File: src/rtl/adder_share_arbiter.sv
// Round-robin arbiter that shares one N-bit adder among REQS requesters.
// One requester is granted at a time; its sum is returned with its ID over a valid/ready port.
module adder_share_arbiter #(
    parameter int N    = 10,
    parameter int REQS = 4,
    localparam int IDW = $clog2(REQS)
) (
    input  logic              clk,
    input  logic              rst_n,
    input  logic [REQS-1:0]   req,
    input  logic [REQS*N-1:0] a_in,
    input  logic [REQS*N-1:0] b_in,
    output logic [REQS-1:0]   ack,
    output logic              res_valid,
    input  logic              res_ready,
    output logic [N:0]        res_sum,
    output logic [IDW-1:0]    res_id,
    output logic              busy
);

    typedef enum logic [1:0] {
        ST_IDLE = 2'd0,
        ST_CALC = 2'd1,
        ST_OUT  = 2'd2
    } state_t;

    localparam logic [REQS-1:0] ACK_ONE = {{(REQS-1){1'b0}}, 1'b1};

    state_t          state_q, state_d;
    logic [IDW-1:0]  ptr_q, ptr_d;
    logic [N-1:0]    op_a_q, op_a_d;
    logic [N-1:0]    op_b_q, op_b_d;
    logic [REQS-1:0] ack_q, ack_d;
    logic            res_valid_q, res_valid_d;
    logic [N:0]      res_sum_q, res_sum_d;
    logic [IDW-1:0]  res_id_q, res_id_d;
    logic            busy_q, busy_d;

    logic [IDW-1:0]  gnt_s;
    logic            gnt_found_s;
    logic [N-1:0]    a_sel_s;
    logic [N-1:0]    b_sel_s;
    logic [N:0]      sum_s;

    // Round-robin search: first set request bit at ptr, ptr+1, ... wrapping modulo REQS.
    always_comb begin
        logic [IDW:0] idx_v;
        gnt_s       = '0;
        gnt_found_s = 1'b0;
        idx_v       = '0;
        for (int off = 0; off < REQS; off++) begin
            idx_v = {1'b0, ptr_q} + (IDW+1)'(off);
            if (idx_v >= (IDW+1)'(REQS)) begin
                idx_v = idx_v - (IDW+1)'(REQS);
            end else begin
                idx_v = idx_v;
            end
            if (!gnt_found_s && req[idx_v[IDW-1:0]]) begin
                gnt_found_s = 1'b1;
                gnt_s       = idx_v[IDW-1:0];
            end else begin
                gnt_found_s = gnt_found_s;
            end
        end
    end

    // Operand mux selecting the granted requester's slices.
    always_comb begin
        a_sel_s = '0;
        b_sel_s = '0;
        for (int i = 0; i < REQS; i++) begin
            if (gnt_s == IDW'(i)) begin
                a_sel_s = a_in[i*N +: N];
                b_sel_s = b_in[i*N +: N];
            end else begin
                a_sel_s = a_sel_s;
                b_sel_s = b_sel_s;
            end
        end
    end

    // The single shared adder, zero-extended so the carry lands in bit N.
    always_comb begin
        sum_s = {1'b0, op_a_q} + {1'b0, op_b_q};
    end

    // Sequencer next-state and registered-output logic.
    always_comb begin
        state_d     = state_q;
        ptr_d       = ptr_q;
        op_a_d      = op_a_q;
        op_b_d      = op_b_q;
        ack_d       = '0;
        res_valid_d = res_valid_q;
        res_sum_d   = res_sum_q;
        res_id_d    = res_id_q;
        case (state_q)
            ST_IDLE: begin
                if (gnt_found_s) begin
                    op_a_d   = a_sel_s;
                    op_b_d   = b_sel_s;
                    ack_d    = ACK_ONE << gnt_s;
                    res_id_d = gnt_s;
                    if (gnt_s == IDW'(REQS-1)) begin
                        ptr_d = '0;
                    end else begin
                        ptr_d = gnt_s + IDW'(1);
                    end
                    state_d = ST_CALC;
                end else begin
                    state_d = ST_IDLE;
                end
            end
            ST_CALC: begin
                res_sum_d   = sum_s;
                res_valid_d = 1'b1;
                state_d     = ST_OUT;
            end
            ST_OUT: begin
                if (res_ready) begin
                    res_valid_d = 1'b0;
                    state_d     = ST_IDLE;
                end else begin
                    state_d = ST_OUT;
                end
            end
            default: begin
                res_valid_d = 1'b0;
                state_d     = ST_IDLE;
            end
        endcase
        busy_d = (state_d != ST_IDLE);
    end

    // State and output registers; reset aborts any transaction in flight.
    always_ff @(posedge clk or negedge rst_n) begin
        if (!rst_n) begin
            state_q     <= ST_IDLE;
            ptr_q       <= '0;
            op_a_q      <= '0;
            op_b_q      <= '0;
            ack_q       <= '0;
            res_valid_q <= 1'b0;
            res_sum_q   <= '0;
            res_id_q    <= '0;
            busy_q      <= 1'b0;
        end else begin
            state_q     <= state_d;
            ptr_q       <= ptr_d;
            op_a_q      <= op_a_d;
            op_b_q      <= op_b_d;
            ack_q       <= ack_d;
            res_valid_q <= res_valid_d;
            res_sum_q   <= res_sum_d;
            res_id_q    <= res_id_d;
            busy_q      <= busy_d;
        end
    end

    assign ack       = ack_q;
    assign res_valid = res_valid_q;
    assign res_sum   = res_sum_q;
    assign res_id    = res_id_q;
    assign busy      = busy_q;

endmodule

File: config.mk
export PLATFORM = sky130hd
export DESIGN_NAME = adder_share_arbiter
export DESIGN_NICKNAME = d
export VERILOG_FILES = /design/src/rtl/adder_share_arbiter.sv
export SDC_FILE = /design/constraint.sdc
export NUM_CORES = 1
export LEC_CHECK = 0
export ABC_AREA = 1
export ABC_CLOCK_PERIOD_IN_PS = 2900
export CAP_MARGIN = 20
export CORE_UTILIZATION = 45
export DETAILED_ROUTE_END_ITERATION = 8
export GPL_ROUTABILITY_DRIVEN = 0
export GPL_TIMING_DRIVEN = 0
export HOLD_SLACK_MARGIN = 0.02
export PLACE_DENSITY = 0.78
export RECOVER_POWER = 25
export SLEW_MARGIN = 15
export SYNTH_ARGS = -nofsm -noshare
export SYNTH_HDL_FRONTEND = slang
export SYNTH_SLANG_ARGS = --single-unit
File: constraint.sdc
create_clock -name clk -period 2.9 [get_ports clk]
set_clock_uncertainty 0.15 [all_clocks]
set_input_delay 0.58 -clock clk [delete_from_list [all_inputs] [get_ports clk]]
set_output_delay 0.58 -clock clk [all_outputs]
set_load 0.03 [all_outputs]
* Yosys cells after proc, flatten, opt, wreduce, memory -nomap -nowiden
Index checks and enable logic that the tools add are counted.
Operators by class: add/subtract/negate cells 9, magnitude comparators 8, eq/ne operators 6, shift operators 1, muxes and demuxes 36, bitwise logic cells 1, reduce and logical (&&, ||, !) cells 11
Operator list (count):
- two-way mux 10 bit | 8
- two-way mux 2 bit | 10
- < comparator 2 x 3 -> 1 bit (second input constant) | 4
- adder 10 x 10 -> 11 bit | 1
- two-way mux 1 bit | 10
- >= comparator 3 bit (second input constant) | 3
- binary-select mux 1 bit (select 2 bit) | 4
- two-way mux 4 bit | 2
- subtractor 2 x 1 -> 2 bit (second input constant) | 4
- adder 2 x 2 -> 3 bit (second input constant) | 2
- equality test 2 bit (second input constant) | 3
- one-hot mux 2 bit (3 select lines) | 1
- equality test 2 x 1 -> 1 bit (second input constant) | 2
- zero test 2 bit | 2
- AND reduction 2 bit | 2
- left shift 1 x 2 -> 4 bit (first input constant) | 1
- adder 2 x 1 -> 3 bit (second input constant) | 1
- >= comparator 2 x 3 -> 1 bit (second input constant) | 1
- logical AND 1 bit | 3
- zero test 1 bit | 3
- one-hot mux 1 bit (3 select lines) | 1
- adder 2 x 1 -> 2 bit (second input constant) | 1
- inequality test 2 bit (second input constant) | 1
- nonzero test 2 bit | 1
- inverter 1 bit | 1
Word-level totals: register bits 43, bits of input ports 87, output and inout bits 19, word-level logic and storage cells 81

* Logic depth before layout (Yosys ltp)
word-level depth 19, gate-level depth with buffers 20, gate-level depth less buffers 18

* Worst setup path before layout
Ideal clock, no wire load.
path kind in2reg, from input port req[0], to register op_a_q[1], setup time 0.083 ns, arrival 2.362 ns, required time 2.667 ns, setup slack 0.306 ns, stages 17, path buffers 1, path through inv_1 -> nand2_1 -> nand3_1 -> nand2_1 -> nor2_4 -> nand3_2 -> nand3_1 -> inv_1 -> ha_1 -> nor2_1 -> clkbuf_1 -> nand2_1 -> nand2_1 -> o21ai_0 -> o21ai_0 -> nand2_1 -> o21ai_0
Between the ends: longest elaborated chain between the ends 17, elaborated cells between the ends (all ways) 31, classes of those cells 3 x eq/ne; 20 x mux; 8 x reduce/logical
RTL lines:
- from (decl) | line 10 | input logic [REQS-1:0] req,
- binary-select mux 1 bit (select 2 bit) | line 58 | if (!gnt_found_s && req[idx_v[IDW-1:0]]) begin
- two-way mux 1 bit (not written as such) | line 58
- two-way mux 1 bit | line 58
- zero test 1 bit | line 58
- logical AND 1 bit | line 58
- two-way mux 1 bit | line 58
- zero test 1 bit | line 58
- logical AND 1 bit | line 58
- two-way mux 1 bit | line 58
- zero test 1 bit | line 58
- logical AND 1 bit | line 58
- two-way mux 2 bit (*) | line 58
- via gnt_s[0] | line 39 | logic [IDW-1:0] gnt_s;
- zero test 2 bit | line 72 | if (gnt_s == IDW'(i)) begin
- two-way mux 10 bit (3 in a row) | line 72
- two-way mux 10 bit (*) | line 72
- to (signal assigned) | line 150 | op_a_q <= op_a_d;
- to (decl) | line 31 | logic [N-1:0] op_a_q, op_a_d;
The timed path passes the listed nets; every way through them passes the cells marked *. The select of a mux whose other input is x is not followed. A chain may end at the register's enable or synchronous reset.

* Worst setup path after layout
from register ptr_q[1], to register op_a_q[9]
Between the ends: longest elaborated chain between the ends 19, elaborated cells between the ends (all ways) 46, classes of those cells 7 x add/sub; 4 x order compare; 3 x eq/ne; 24 x mux; 8 x reduce/logical
RTL lines:
- from (decl) | line 30 | logic [IDW-1:0] ptr_q, ptr_d;
- from (signal assigned) | line 149 | ptr_q <= ptr_d;
- parallel branches: the longest is 19 deep, another holds adder 2 x 1 -> 3 bit
Several ways; the timed one is not identified. The select of a mux whose other input is x is not followed.

==> impl_metrics.tcl <==
set metrics [dict create \
    status "finished clean" \
    wl_met2_mm 4.06 \
    placed_area_um2 4070 \
    wl_met3_um 477 \
    start_kind "register" \
    cap_violations 0 \
    finalSetupViolCount 0 \
    ant_nets 0 \
    grt_pass1_wl_mm 13.1 \
    viasPerCell 5.07 \
    clock_latency_ns 0.31 \
    numPortBuffers 105 \
    yosys.area.top_type "dfrtp_1" \
    cts-root-buf "clkbuf_8" \
    multi_input_area_um2 1730 \
    top_layer_used "met4" \
    drc 0 \
    slew_headroom 0.0578 \
    num_rows 28 \
    hold_class "input pin to asynchronous set/reset pin" \
    avgSynthCellArea_um2 6.79 \
    cts_max_level 2 \
    gr-total-overflow 0 \
    die_x_um 82.5 \
    maxSlewViolCount 0 \
    crit_required_ns 3.00 \
    finalSetupTns_ns 0 \
    fin_ws_ns 0.121 \
    ios 106 \
    mostFrequentLayoutCell "nand2_1" \
    antenna_found_initial 0 \
    path_max_fanout 10 \
    path_class "register to register" \
    cts.sinks 43 \
    max_clock_freq_mhz 360 \
    design_area_um2 4390 \
    area_growth_pct 50.6 \
    finalHoldViolCount 0 \
    ys_seq_area_frac 0.369 \
    arrival_ns 2.88 \
    nNetsFinal 647 \
    synth.distinct_cells 26 \
    cts_made_buffers 5 \
    timing.rr.start "ptr_q[1]" \
    drtPass1Iterations 4 \
    grt_pass1_vias 3030 \
    n_antenna_cell 0 \
    yosysWarnings 0 \
    netlist.area_leader.share 0.369 \
    drive_gt1_frac 0.117 \
    synth-seq-cells 43 \
    die_y_um 82.5 \
    nFillCells 538 \
    timing.final.crit_share 0.958 \
    hold_ws_ns 0.235 \
    final_cell_mix "nand2_1 (177), clkdlybuf4s50_1 (100), dfrtp_1 (43)" \
    drt-met1-wl_mm 3.72 \
    min_period_ns 2.78 \
    grt_usage 0.254 \
    wl_mm 8.35 \
    start_util 0.478 \
    grt_max_degree 27 \
    tightest_slew_ns 1.41 \
    syn-num-nets 531 \
    wire_per_inst_um 13.4 \
    clk_pin_slew_ns 0.09 \
    postSynthCellCount 429 \
    drtIter0Drc 130 \
    end_kind "register" \
    critical_path.startpoint "ptr_q[1]" \
    via_count 3151 \
    die_area_um2 6800 \
    dp_hpwl_mm 6.36 \
    cts_tree "done" \
    core-area_um2 6100 \
    seq_area_um2 1080 \
    clockBufferDepth 2 \
    synth_area_um2 2910 \
    yosys-top-cells-area "dfrtp_1 (37%), nand2_1 (24%), o21ai_0 (9.6%)" \
    dpl_worst_slack_ns -0.712 \
]
## cells by family after synthesis
kind of cell | synth area share
compound gates | 0.153
xor+xnor | 0.0150
fa+ha+maj | 0.0670
buf+inv | 0.0777
flops | 0.369
simple gates | 0.318
## worst paths after layout
check                        endpoint  slack (ns)  cells after the start
max                         op_a_q[9]        0.12                     18
min reg2reg                res_sum[0]        0.33                      2
min in group clk           res_sum[0]        0.33                      2
max in group asynchronous   op_b_q[3]        0.55                      2
max reg2reg                 op_a_q[9]        0.12                     18
min                          ptr_q[0]        0.23                      1
## registers in the layout (all words and copies together), names as in the netlist
register,count
ack,4
busy,1
op_a_q,10
op_b_q,10
ptr_q,2
res_id,2
res_sum,11
res_valid,1
state_q,2
## routing by layer
metal | vias up | track usage
li1 | 1614 | -
met1 | 1422 | 0.313
met2 | 106 | 0.438
met3 | 9 | 0.0648
met4 | 0 | 0.0684
met5 | - | 0
## repair_timing
| item | in CTS | in global routing |
|---|---|---|
| gates resized for setup | 15 | 84 |
| setup buffers | 0 | 2 |
| hold buffers | 0 | 0 |
| cloned | 0 | 1 |
| pin swaps | 0 | 14 |
| endpoints found under the setup margin | 20 | 20 |
## metrics by stage
| stage | instances | utilization |
|---|---|---|
| after global routing | 621 | 0.720 |
| final | 621 | 0.720 |
| after CTS | 618 | 0.693 |
| after detailed placement | 610 | 0.668 |
| after floorplan | 429 | - |
| after global placement | 609 | 0.666 |
## Yosys cell counts
| library cell | n |
|---|---|
| a21boi_0 | 1 |
| a21oi_1 | 29 |
| a31oi_1 | 1 |
| buf_4 | 2 |
| buf_6 | 3 |
| clkbuf_1 | 13 |
| clkinv_1 | 1 |
| dfrtp_1 | 43 |
| fa_1 | 1 |
| ha_1 | 14 |
| inv_1 | 30 |
| inv_4 | 2 |
| nand2_1 | 186 |
| nand2_2 | 3 |
| nand2_4 | 1 |
| nand3_1 | 18 |
| nand3_2 | 2 |
| nand3b_1 | 1 |
| nand4_1 | 3 |
| nor2_1 | 10 |
| nor2_4 | 1 |
| o21ai_0 | 56 |
| o21bai_1 | 1 |
| or2_2 | 2 |
| xnor2_1 | 3 |
| xor2_1 | 2 |
## worst max-delay path: stages, from the launching register on
cell and delay [ns]:
dfrtp_1 0.42, inv_1 0.14, nand2_1 0.10, nand2_1 0.09, nand2_2 0.10, nand2_2 0.07, nor2_4 0.17, nand4_1 0.20
nand2_4 0.13, ha_2 0.17, inv_1 0.07, nor2_4 0.22, buf_8 0.17, nand2_1 0.05, nand2_1 0.06, o21ai_0 0.08
o21ai_0 0.20, nand2_1 0.08, nand2_1 0.05
## area by class of cell
cell class,count,area share
well taps,75,0.0214
clock buffers,6,0.0188
repair buffers,109,0.250
multi-input cells,335,0.393
plain buffers,18,0.0339
inverters,33,0.0294
clock inverters,2,0.00798
flip-flops and latches,43,0.245
Power is left out: the tool's default activity adds up to more than one toggle a clock period on the data nets, which glitch-free logic cannot reach.
